<file path="src/rtl/smoosh_pkg.sv">
// Shared screen, colour and player-state definitions for the Smoosh Bros display path.
package smoosh_pkg;

  localparam int unsigned H_ACTIVE = 640;
  localparam int unsigned V_ACTIVE = 480;

  localparam logic [5:0] C_PLAYER = 6'b110000;
  localparam logic [5:0] C_GROUND = 6'b001100;
  localparam logic [5:0] C_BG     = 6'b000011;

  typedef enum logic {
    GROUND = 1'b0,
    AIR    = 1'b1
  } player_state_t;

endpackage

</file>
<file path="src/rtl/btn_sync.sv">
// Two-flop synchronizer for a bundle of asynchronous inputs.
module btn_sync #(
  parameter int WIDTH = 1
) (
  input  logic             clk,
  input  logic             rst,
  input  logic [WIDTH-1:0] i_d,
  output logic [WIDTH-1:0] o_q
);

  logic [WIDTH-1:0] r_meta;
  logic [WIDTH-1:0] r_sync;

  always_ff @(posedge clk or posedge rst) begin
    if (rst) begin
      r_meta <= '0;
      r_sync <= '0;
    end else begin
      r_meta <= i_d;
      r_sync <= r_meta;
    end
  end

  assign o_q = r_sync;

endmodule

</file>
<file path="src/rtl/player_renderer.sv">
// Player sprite stage: per-frame position/jump physics from three buttons and
// a registered 6-bit pixel mux (player over ground over background).
module player_renderer
  import smoosh_pkg::*;
#(
  parameter int SPRITE_W = 32,
  parameter int SPRITE_H = 48,
  parameter int GROUND_Y = 400,
  parameter int SPEED    = 4,
  parameter int JUMP_V   = 12,
  parameter int GRAVITY  = 1,
  parameter int MAX_FALL = 15
) (
  input  logic       clk,
  input  logic       rst,
  input  logic       valid,
  input  logic [9:0] col,
  input  logic [9:0] row,
  input  logic       vsync,
  input  logic       btn_left,
  input  logic       btn_right,
  input  logic       btn_jump,
  output logic [5:0] rgb
);

  localparam int unsigned CW = 11;
  localparam logic [CW-1:0]       L_SPEED    = CW'(SPEED);
  localparam logic [CW-1:0]       L_SPR_W    = CW'(SPRITE_W);
  localparam logic [CW-1:0]       L_SPR_H    = CW'(SPRITE_H);
  localparam logic [CW-1:0]       L_GROUND_Y = CW'(GROUND_Y);
  localparam logic [CW-1:0]       L_X_MAX    = CW'(int'(H_ACTIVE) - SPRITE_W);
  localparam logic [9:0]          L_TOP      = 10'(GROUND_Y - SPRITE_H);
  localparam logic signed [CW-1:0] L_TOP_S   = CW'(GROUND_Y - SPRITE_H);
  localparam logic signed [7:0]   L_VY_JUMP  = 8'(GRAVITY - JUMP_V);
  localparam logic signed [7:0]   L_GRAV     = 8'(GRAVITY);
  localparam logic signed [7:0]   L_MAX_FALL = 8'(MAX_FALL);
  localparam logic [9:0]          L_X_RST    = 10'((int'(H_ACTIVE) - SPRITE_W) / 2);

  logic [2:0]          w_btn;
  logic                w_left, w_right, w_jump;
  logic                r_vsync_d;
  logic                w_tick;
  player_state_t       r_state, w_state_nxt;
  logic [9:0]          r_x, r_y, w_x_nxt, w_y_nxt;
  logic signed [7:0]   r_vy, w_vy_nxt, w_vy_inc;
  logic [CW-1:0]       w_x_add, w_x_sub;
  logic signed [CW-1:0] w_y_sum;
  logic                w_land;
  logic                w_in_x, w_in_y;
  logic [5:0]          r_rgb, w_rgb_nxt;

  btn_sync #(.WIDTH(3)) u_btn_sync (
    .clk (clk),
    .rst (rst),
    .i_d ({btn_jump, btn_right, btn_left}),
    .o_q (w_btn)
  );

  assign w_left  = w_btn[0];
  assign w_right = w_btn[1];
  assign w_jump  = w_btn[2];

  // Frame tick: registered vsync high last cycle, low now.
  assign w_tick   = r_vsync_d & ~vsync;

  assign w_x_add  = {1'b0, r_x} + L_SPEED;
  assign w_x_sub  = {1'b0, r_x} - L_SPEED;
  assign w_y_sum  = $signed({1'b0, r_y}) + $signed({{3{r_vy[7]}}, r_vy});
  assign w_land   = (w_y_sum >= L_TOP_S);
  assign w_vy_inc = r_vy + L_GRAV;

  // State and physics registers.
  always_ff @(posedge clk or posedge rst) begin
    if (rst) begin
      r_vsync_d <= 1'b0;
      r_state   <= GROUND;
      r_x       <= L_X_RST;
      r_y       <= L_TOP;
      r_vy      <= '0;
      r_rgb     <= '0;
    end else begin
      r_vsync_d <= vsync;
      r_state   <= w_state_nxt;
      r_x       <= w_x_nxt;
      r_y       <= w_y_nxt;
      r_vy      <= w_vy_nxt;
      r_rgb     <= w_rgb_nxt;
    end
  end

  // Next-state: jump only leaves the ground, landing only returns to it.
  always_comb begin
    w_state_nxt = r_state;
    if (w_tick) begin
      case (r_state)
        GROUND:  if (w_jump) w_state_nxt = AIR;
        AIR:     if (w_land) w_state_nxt = GROUND;
        default: w_state_nxt = GROUND;
      endcase
    end
  end

  // Physics outputs: horizontal and vertical both use pre-tick values.
  always_comb begin
    w_x_nxt  = r_x;
    w_y_nxt  = r_y;
    w_vy_nxt = r_vy;
    if (w_tick) begin
      if (w_left && !w_right) begin
        w_x_nxt = ({1'b0, r_x} < L_SPEED) ? 10'd0 : w_x_sub[9:0];
      end else if (w_right && !w_left) begin
        w_x_nxt = (w_x_add > L_X_MAX) ? L_X_MAX[9:0] : w_x_add[9:0];
      end
      case (r_state)
        GROUND: begin
          if (w_jump) begin
            w_y_nxt  = r_y - 10'(JUMP_V);
            w_vy_nxt = L_VY_JUMP;
          end
        end
        AIR: begin
          if (w_land) begin
            w_y_nxt  = L_TOP;
            w_vy_nxt = '0;
          end else begin
            w_y_nxt  = w_y_sum[9:0];
            w_vy_nxt = (w_vy_inc > L_MAX_FALL) ? L_MAX_FALL : w_vy_inc;
          end
        end
        default: ;
      endcase
    end
  end

  assign w_in_x = ({1'b0, col} >= {1'b0, r_x}) && ({1'b0, col} < ({1'b0, r_x} + L_SPR_W));
  assign w_in_y = ({1'b0, row} >= {1'b0, r_y}) && ({1'b0, row} < ({1'b0, r_y} + L_SPR_H));

  // Pixel mux in priority order.
  always_comb begin
    w_rgb_nxt = C_BG;
    if (!valid)                           w_rgb_nxt = '0;
    else if (w_in_x && w_in_y)            w_rgb_nxt = C_PLAYER;
    else if ({1'b0, row} >= L_GROUND_Y)   w_rgb_nxt = C_GROUND;
  end

  assign rgb = r_rgb;

endmodule
</file>
<file path="config.mk">
export PLATFORM = sky130hd
export DESIGN_NAME = player_renderer
export DESIGN_NICKNAME = d
export VERILOG_FILES = /design/src/rtl/smoosh_pkg.sv /design/src/rtl/btn_sync.sv /design/src/rtl/player_renderer.sv
export SDC_FILE = /design/constraint.sdc
export NUM_CORES = 1
export LEC_CHECK = 0
export BUFFER_PORTS_ARGS = -buffer_cell sky130_fd_sc_hd__buf_2
export CAP_MARGIN = 10
export CORE_UTILIZATION = 25
export DETAILED_ROUTE_END_ITERATION = 7
export GPL_TIMING_DRIVEN = 0
export MAX_ROUTING_LAYER = met4
export PLACE_DENSITY = 0.39
export SETUP_SLACK_MARGIN = 0.1
export SLEW_MARGIN = 20
export SYNTH_ARGS = -nofsm -noshare
export SYNTH_HDL_FRONTEND = slang
export SYNTH_SLANG_ARGS = --single-unit
</file>
<file path="constraint.sdc">
create_clock -name clk -period 3.47 [get_ports clk]
set_clock_uncertainty 0.15 [all_clocks]
set_input_delay 0.347 -clock clk [delete_from_list [all_inputs] [get_ports clk]]
set_output_delay 0.347 -clock clk [all_outputs]
set_load 0.05 [all_outputs]
</file>
### After elaboration in Yosys (flattened, before gate mapping)

Cells that the tools add are included.

| operators by class | value |
|---|---|
| order comparisons | 9 |
| equality and inequality tests | 1 |
| add/subtract/negate cells | 7 |
| multiplexer cells | 17 |
| reductions and logical operators | 10 |
| bitwise operators | 3 |

Operators with widths:

| operator | count |
|---|---|
| $mux W10 | 6 |
| $mux W8 | 3 |
| $add A10 B6 Y11 const B | 2 |
| $lt A10 B11 Y1 | 2 |
| $ge A10 B10 Y1 | 2 |
| $pmux W10 S2 | 1 |
| $pmux W8 S2 | 1 |
| $mux W6 | 2 |
| $add A10 B3 Y11 const B | 1 |
| $add A11 B8 Y11 | 1 |
| $ge A11 B10 Y1 const B | 1 |
| $gt A11 B10 Y1 const B | 1 |
| $ge A10 B9 Y1 const B | 1 |
| $lt A10 B3 Y1 const B | 1 |
| $sub A10 B3 Y10 const B | 1 |
| $sub A10 B4 Y10 const B | 1 |
| $add A8 B2 Y8 const B | 1 |
| $gt A8 B5 Y1 const B | 1 |
| $logic_and A1 B1 Y1 | 5 |
| $mux W4 | 1 |
| $reduce_and A2 Y1 | 2 |
| $logic_not A1 Y1 | 2 |
| $mux W1 | 2 |
| $ne A2 B1 Y1 const B | 1 |
| other kinds (4) | 5 |

| storage, ports and cells | value |
|---|---|
| output and inout port bits | 6 |
| flip-flop bits (word level) | 42 |
| logic and storage cells | 55 |
| input bits | 27 |

### Logic depth before layout (Yosys ltp)

| logic depth | value |
|---|---|
| word-level depth | 6 |
| mapped depth | 11 |
| gate-level depth less buffers | 10 |

### Modules after synthesis

A second synthesis with hierarchy kept.

| second synthesis, totals | value |
|---|---|
| cells, all modules | 424 |
| area total of the unflattened synthesis | 3,520.9 µm² |

Modules (own cells, without submodules):

| module | sequential area each (µm²) | cells an instance | area an instance (µm²) | instances |
|---|---|---|---|---|
| player_renderer | 783.3 | 417 | 3,367.0 | 1 |
| btn_sync | 150.1 | 7 | 153.9 | 1 |

### Least setup slack after synthesis

No wires, ideal clock.

| timing path | value |
|---|---|
| kind | reg-to-reg |
| from | register r_vy[0] |
| to | register r_vy[1] |
| arrival | 2.625 ns |
| clock period less this slack | 2.896 ns |
| buffers on the path | 0 |
| cell stages (with the launch flop) | 10 |
| setup time | 0.122 ns |
| required time | 3.198 ns |
| slack | 0.574 ns |
| path through | dfrtp_1 ha_1 fa_1 a211oi_1 o21ai_2 xnor2_1 or3b_1 a21o_1 a21o_1 a32o_1 |

| between the ends | value |
|---|---|
| word-level cells in the longest chain between the ends | 5 |
| elaborated cells on any way between the ends | 7 |
| classes of those cells | add/sub: 2; order compare: 2; mux: 3 |

RTL lines:

| element | line | RTL |
|---|---|---|
| start: declaration | player_renderer.sv:45 | `logic signed [7:0] r_vy, w_vy_nxt, w_vy_inc;` |
| start signal: assignment | player_renderer.sv:86 | `r_vy <= w_vy_nxt;` |
| $add A8 B2 Y8 | player_renderer.sv:70 | `assign w_vy_inc = r_vy + L_GRAV;` |
| $gt A8 B5 Y1 | player_renderer.sv:127 | `w_vy_nxt = (w_vy_inc > L_MAX_FALL) ? L_MAX_FALL : w_vy_inc;` |
| $mux W8 | player_renderer.sv:127 |  |
| $mux W8 (*) | player_renderer.sv:122 | `if (w_land) begin` |
| $pmux W8 S2 (*) | player_renderer.sv:114 | `case (r_state)` |

Every way passes the cells marked *; elsewhere a longest branch is shown, timed or not.
A chain may end at the register's enable or synchronous reset.

### Worst setup path after layout

| timing path | value |
|---|---|
| from | register r_vy[0] |
| to | register r_vy[3] |

Same word-level chain as after synthesis.

==> Implementation_results.wiki <==
{| class="wikitable"
! Metric !! Value
|-
| Total vias in the final route || 3,227
|-
| Crit-path most repeated cell || sky130_fd_sc_hd__a21o_1
|-
| Die Span Y || 121.3 microns
|-
| First-pass GRT wire length || 16,310 microns
|-
| Number of cells on the worst reg-to-reg path || 9
|-
| Initial DRC Count || 154
|-
| Total congestion overflow after global routing || 0
|-
| Actual slew at the worst max-slew pin || 0.9387 ns
|-
| Max capacitance violation total || 0
|-
| Kind of end point of the critical path || flop
|-
| Pins Over Slew Limit || 0
|-
| Root Driver || sky130_fd_sc_hd__clkbuf_16
|-
| Post-synth net total || 506
|-
| Fraction of the yosys area taken by sequential cells || 26.24%
|-
| Kind of start point of the critical path || flop
|-
| Series of cell instances along the critical path || ha_1 > fa_1 > a211oi_2 > o21ai_2 > xnor2_1 > or3b_1 > a21o_1 > a21o_1 > a32o_1
|-
| Number of buffers inserted during clock tree synthesis || 5
|-
| Final setup viols || 0
|-
| Fraction of final layout cells sized beyond drive strength 1 || 14.68%
|-
| Main flop type after synthesis || sky130_fd_sc_hd__dfrtp_1
|-
| Core ar. || 13,880 sq um
|-
| Result of the run || finished clean
|-
| Maximum number of pins on one net before global-route repair || 31
|-
| Netlist area before placement || 3557 sq um
|-
| Minimum setup slack among reg-to-reg paths || 0.27 ns
|-
| HP Start || btn_right
|-
| PD cells || 883.2 nW/um^2
|-
| Skew-Pair Late Insertion Delay || 0.29 ns
|-
| Final Wtd Congestion || 0.8166
|-
| Launching point of the worst reg2reg path || r_vy[0]
|-
| RSZ-0062 raised after global routing || false
|-
| Total negative setup slack || 0 ns
|-
| First-pass iteration count of the detailed router || 4
|-
| Slew HR || 35.80%
|-
| Min Tclk post-route || 3.203 ns
|-
| Hold Path Stages || 1
|-
| Initial core utilization || 25.63%
|-
| Detailed Route WL || 9757 microns
|-
| Count of flip-flops with a built-in enable after synthesis || 0
|-
| Detailed-route wire length on metal 1 || 4787 microns
|-
| Maximum level of the CTS H-tree || 2
|-
| Worst endpoint required time || 3.49 ns
|-
| Detailed route wirelength on metal2 || 4564 microns
|-
| Floorplan die width || 121.3 microns
|-
| Standard cell with the maximum stage delay on the critical path || sky130_fd_sc_hd__dfrtp_1
|-
| Post-synthesis area per instance || 8.272 sq um
|-
| Number of antenna violations at the first check in global routing || 0
|-
| Fmax || 312.2 MHz
|-
| Synthesis-to-layout area growth || 16.22%
|-
| Number of global-route vias before repair || 3,159
|-
| Fraction of registers with async set/reset || 100.0%
|-
| Area enclosed by the die boundary || 14,710 sq um
|-
| Routed len/inst || 15.01 microns
|-
| Layout Nets || 545
|-
| Gate count after technology mapping || 430
|-
| FF+latch count, synth || 37
|-
| Clock slew at reported path FFs || 0.06 ns
|-
| Number of post-CTS setup repair buffers || 0
|-
| Antenna Nets Post-Route || 0
|-
| WHS Endpoint || u_btn_sync.r_meta[1]
|-
| Slowest Stage Delay on Critical Path || 0.45 ns
|-
| Synthesis warning total || 0
|-
| Ratio of routed vias to standard cells || 4.965
|-
| Data arrival time of the critical path || 3.22 ns
|-
| Overall Global Routing Usage || 14.62%
|-
| Estimated wirelength of the detail-placed design || 7757 microns
|-
| HP Class || input pin to flop
|-
| Class of the most critical setup path || flop to flop
|-
| Hold_ws || 0.01557 ns
|-
| Count of buffers from port buffering || 30
|-
| Buffers from clock root to sink, at most || 2
|-
| Endpoints failing hold || 0
|-
| Cell variety after synth || 58
|-
| Row cnt || 43
|-
| Share of the clock period used by the worst path after layout || 92.30%
|-
| Total of fill cells in the finished design || 1,484
|-
| I/O pin total || 33
|-
| Worst reg2reg path endpoint || r_vy[3]
|-
| Routed length on met3 || 308 microns
|-
| TritonCTS clock tree || done
|-
| Pleak || 1.797 nW
|-
| Maximum fanout along the worst path || 7
|-
| Antenna fix cells || 0
|-
| Num Clock Sinks || 37
|-
| DR DRC count || 0
|-
| Highest metal layer with signal wires || met4
|-
| Peak supply drop || 0.2271 mV
|}
==> logic make-up (layout without fill, tap and decap cells) <==
family	after synthesis	count (layout)	share of synthesized area (%)
adders and majority gates	49	49	17.45
DFF	37	37	26.24
and+or+nand+nor	120	120	17.02
xor gates and xnor gates	17	17	4.186
AOI/OAI and AO/OA	144	144	26.80
muxes	6	6	1.794
buffers and inverters	57	97	6.507
==> critical path: cells and delay by family (launching register included) <==
kind / cells / cell delay (ns)
AOI/OAI and AO/OA: 5 / 1.24
adders and majority gates: 2 / 0.70
DFF: 1 / 0.45
xor gates and xnor gates: 1 / 0.15
and+or+nand+nor: 1 / 0.39
==> placed cells by master, fill, tap and decap left out, types with 5 or more instances in the layout <==
| master | n |
|---|---|
| sky130_fd_sc_hd__clkbuf_1 | 17 |
| sky130_fd_sc_hd__nor3_1 | 8 |
| sky130_fd_sc_hd__ha_1 | 48 |
| sky130_fd_sc_hd__a21oi_1 | 44 |
| sky130_fd_sc_hd__o211ai_1 | 7 |
| sky130_fd_sc_hd__nor2b_1 | 7 |
| sky130_fd_sc_hd__clkbuf_16 | 5 |
| sky130_fd_sc_hd__xnor2_1 | 10 |
| sky130_fd_sc_hd__and2_1 | 5 |
| sky130_fd_sc_hd__dfstp_2 | 6 |
| sky130_fd_sc_hd__a21o_1 | 9 |
| sky130_fd_sc_hd__o21a_1 | 8 |
| sky130_fd_sc_hd__inv_1 | 28 |
| sky130_fd_sc_hd__o21ai_0 | 22 |
| sky130_fd_sc_hd__buf_2 | 35 |
| sky130_fd_sc_hd__xor2_1 | 7 |
| sky130_fd_sc_hd__o31ai_1 | 7 |
| sky130_fd_sc_hd__nand3_1 | 19 |
| sky130_fd_sc_hd__nand2_1 | 29 |
| sky130_fd_sc_hd__dfrtp_1 | 31 |
| sky130_fd_sc_hd__nor2_1 | 24 |
| sky130_fd_sc_hd__nand4_1 | 8 |
| sky130_fd_sc_hd__a31oi_1 | 6 |
==> power breakdown <==
group	total, mW	internal [mW]	switching [mW]
clock	0.480	0.286	0.194
combinational	2.43	0.964	1.46
sequential	0.746	0.591	0.155
==> metrics by stage <==
step                      utilization, %  power, mW  std cells  setup slack (ns)  area [sq um]
after floorplan                        -      2.551        430            0.5735          3557
after global placement             28.33      3.138        640            0.1116          3933
after detailed placement           28.47      3.156        641           0.09646          3953
after CTS                          29.70      3.687        650            0.1545          4123
after global routing               29.78      4.036        650            0.1275          4134
final                              29.78      3.651        650            0.2673          4134
==> how the worst max path moves through the flow <==
stage	start	to	slack, ns
floorplan	r_vy[0]	r_vy[1]	0.57
global placement	r_vy[0]	r_vy[2]	0.11
detailed placement	r_vy[0]	r_vy[2]	0.1
CTS	r_vy[0]	r_vy[3]	0.15
global route	r_vy[0]	r_vy[3]	0.13
finish	r_vy[0]	r_vy[3]	0.27
==> cells in the mapped netlist, types with 2 or more instances <==
cell type,instances,area share (%)
sky130_fd_sc_hd__o21a_1,8,1.7
sky130_fd_sc_hd__o22ai_1,4,0.70
sky130_fd_sc_hd__mux2i_1,3,0.84
sky130_fd_sc_hd__mux2_2,3,0.95
sky130_fd_sc_hd__o221ai_1,3,0.74
sky130_fd_sc_hd__a21o_1,9,1.9
sky130_fd_sc_hd__a21oi_1,44,6.2
sky130_fd_sc_hd__or3b_1,2,0.49
sky130_fd_sc_hd__nor2b_1,7,1.2
sky130_fd_sc_hd__a32o_1,2,0.56
sky130_fd_sc_hd__buf_4,3,0.63
sky130_fd_sc_hd__nand4b_1,2,0.49
sky130_fd_sc_hd__clkbuf_1,17,1.8
sky130_fd_sc_hd__o31ai_1,7,1.5
sky130_fd_sc_hd__inv_1,29,3.1
sky130_fd_sc_hd__dfrtp_1,31,22
sky130_fd_sc_hd__a2111oi_0,4,0.98
sky130_fd_sc_hd__xor2_1,7,1.7
sky130_fd_sc_hd__nor2_1,24,2.5
sky130_fd_sc_hd__ha_1,48,17
sky130_fd_sc_hd__nand3_1,19,2.7
sky130_fd_sc_hd__buf_2,5,0.70
sky130_fd_sc_hd__a31oi_1,6,1.1
sky130_fd_sc_hd__nand4_1,8,1.4
sky130_fd_sc_hd__nor3_1,8,1.1
sky130_fd_sc_hd__a211oi_1,4,0.84
sky130_fd_sc_hd__and2_1,5,0.88
sky130_fd_sc_hd__o21ai_0,22,3.1
sky130_fd_sc_hd__nor4_1,3,0.53
sky130_fd_sc_hd__xnor2_1,10,2.5
sky130_fd_sc_hd__o211ai_1,7,1.5
sky130_fd_sc_hd__o31a_1,4,0.98
sky130_fd_sc_hd__and3_1,4,0.70
sky130_fd_sc_hd__a31o_2,4,0.98
sky130_fd_sc_hd__nand2_1,29,3.1
sky130_fd_sc_hd__dfstp_2,6,4.4
sky130_fd_sc_hd__o2111ai_1,2,0.49
sky130_fd_sc_hd__nand2b_1,3,0.53
sky130_fd_sc_hd__and4_1,2,0.49
sky130_fd_sc_hd__buf_1,3,0.32
sky130_fd_sc_hd__a41oi_1,2,0.49
==> cell type report <==
cell class	instances	area (sq um)	area share (%)
buffer	28	122.6	2.966
clock buffer	6	138.9	3.360
clock inverter	2	13.76	0.3329
inverter	29	108.9	2.633
multi-input combinational	336	2411	58.32
sequential	37	933.4	22.58
tap	180	225.2	5.448
timing repair buffer	32	180.2	4.358
==> metal layers <==
layer,track usage (%),vias to the layer above
li1,-,1663
met1,19.02,1511
met2,23.76,47
met3,2.303,6
met4,3.241,0
met5,-,-
==> what timing repair did <==
| action | CTS | global route |
|---|---|---|
| pin swaps | 0 | 0 |
| setup endpoints to repair | 3 | 19 |
| hold endpoints to repair | 6 | 0 |
| resized for setup | 1 | 2 |
| hold buffers | 1 | 0 |
==> state kept, by name, indices dropped and copies added, names as in the netlist <==
name	flops
r_state	1
r_vsync_d	1
r_vy	8
r_x	8
r_y	10
rgb	3
u_btn_sync.o_q	3
u_btn_sync.r_meta	3
Note: power is estimated with default switching activity, not from simulation.
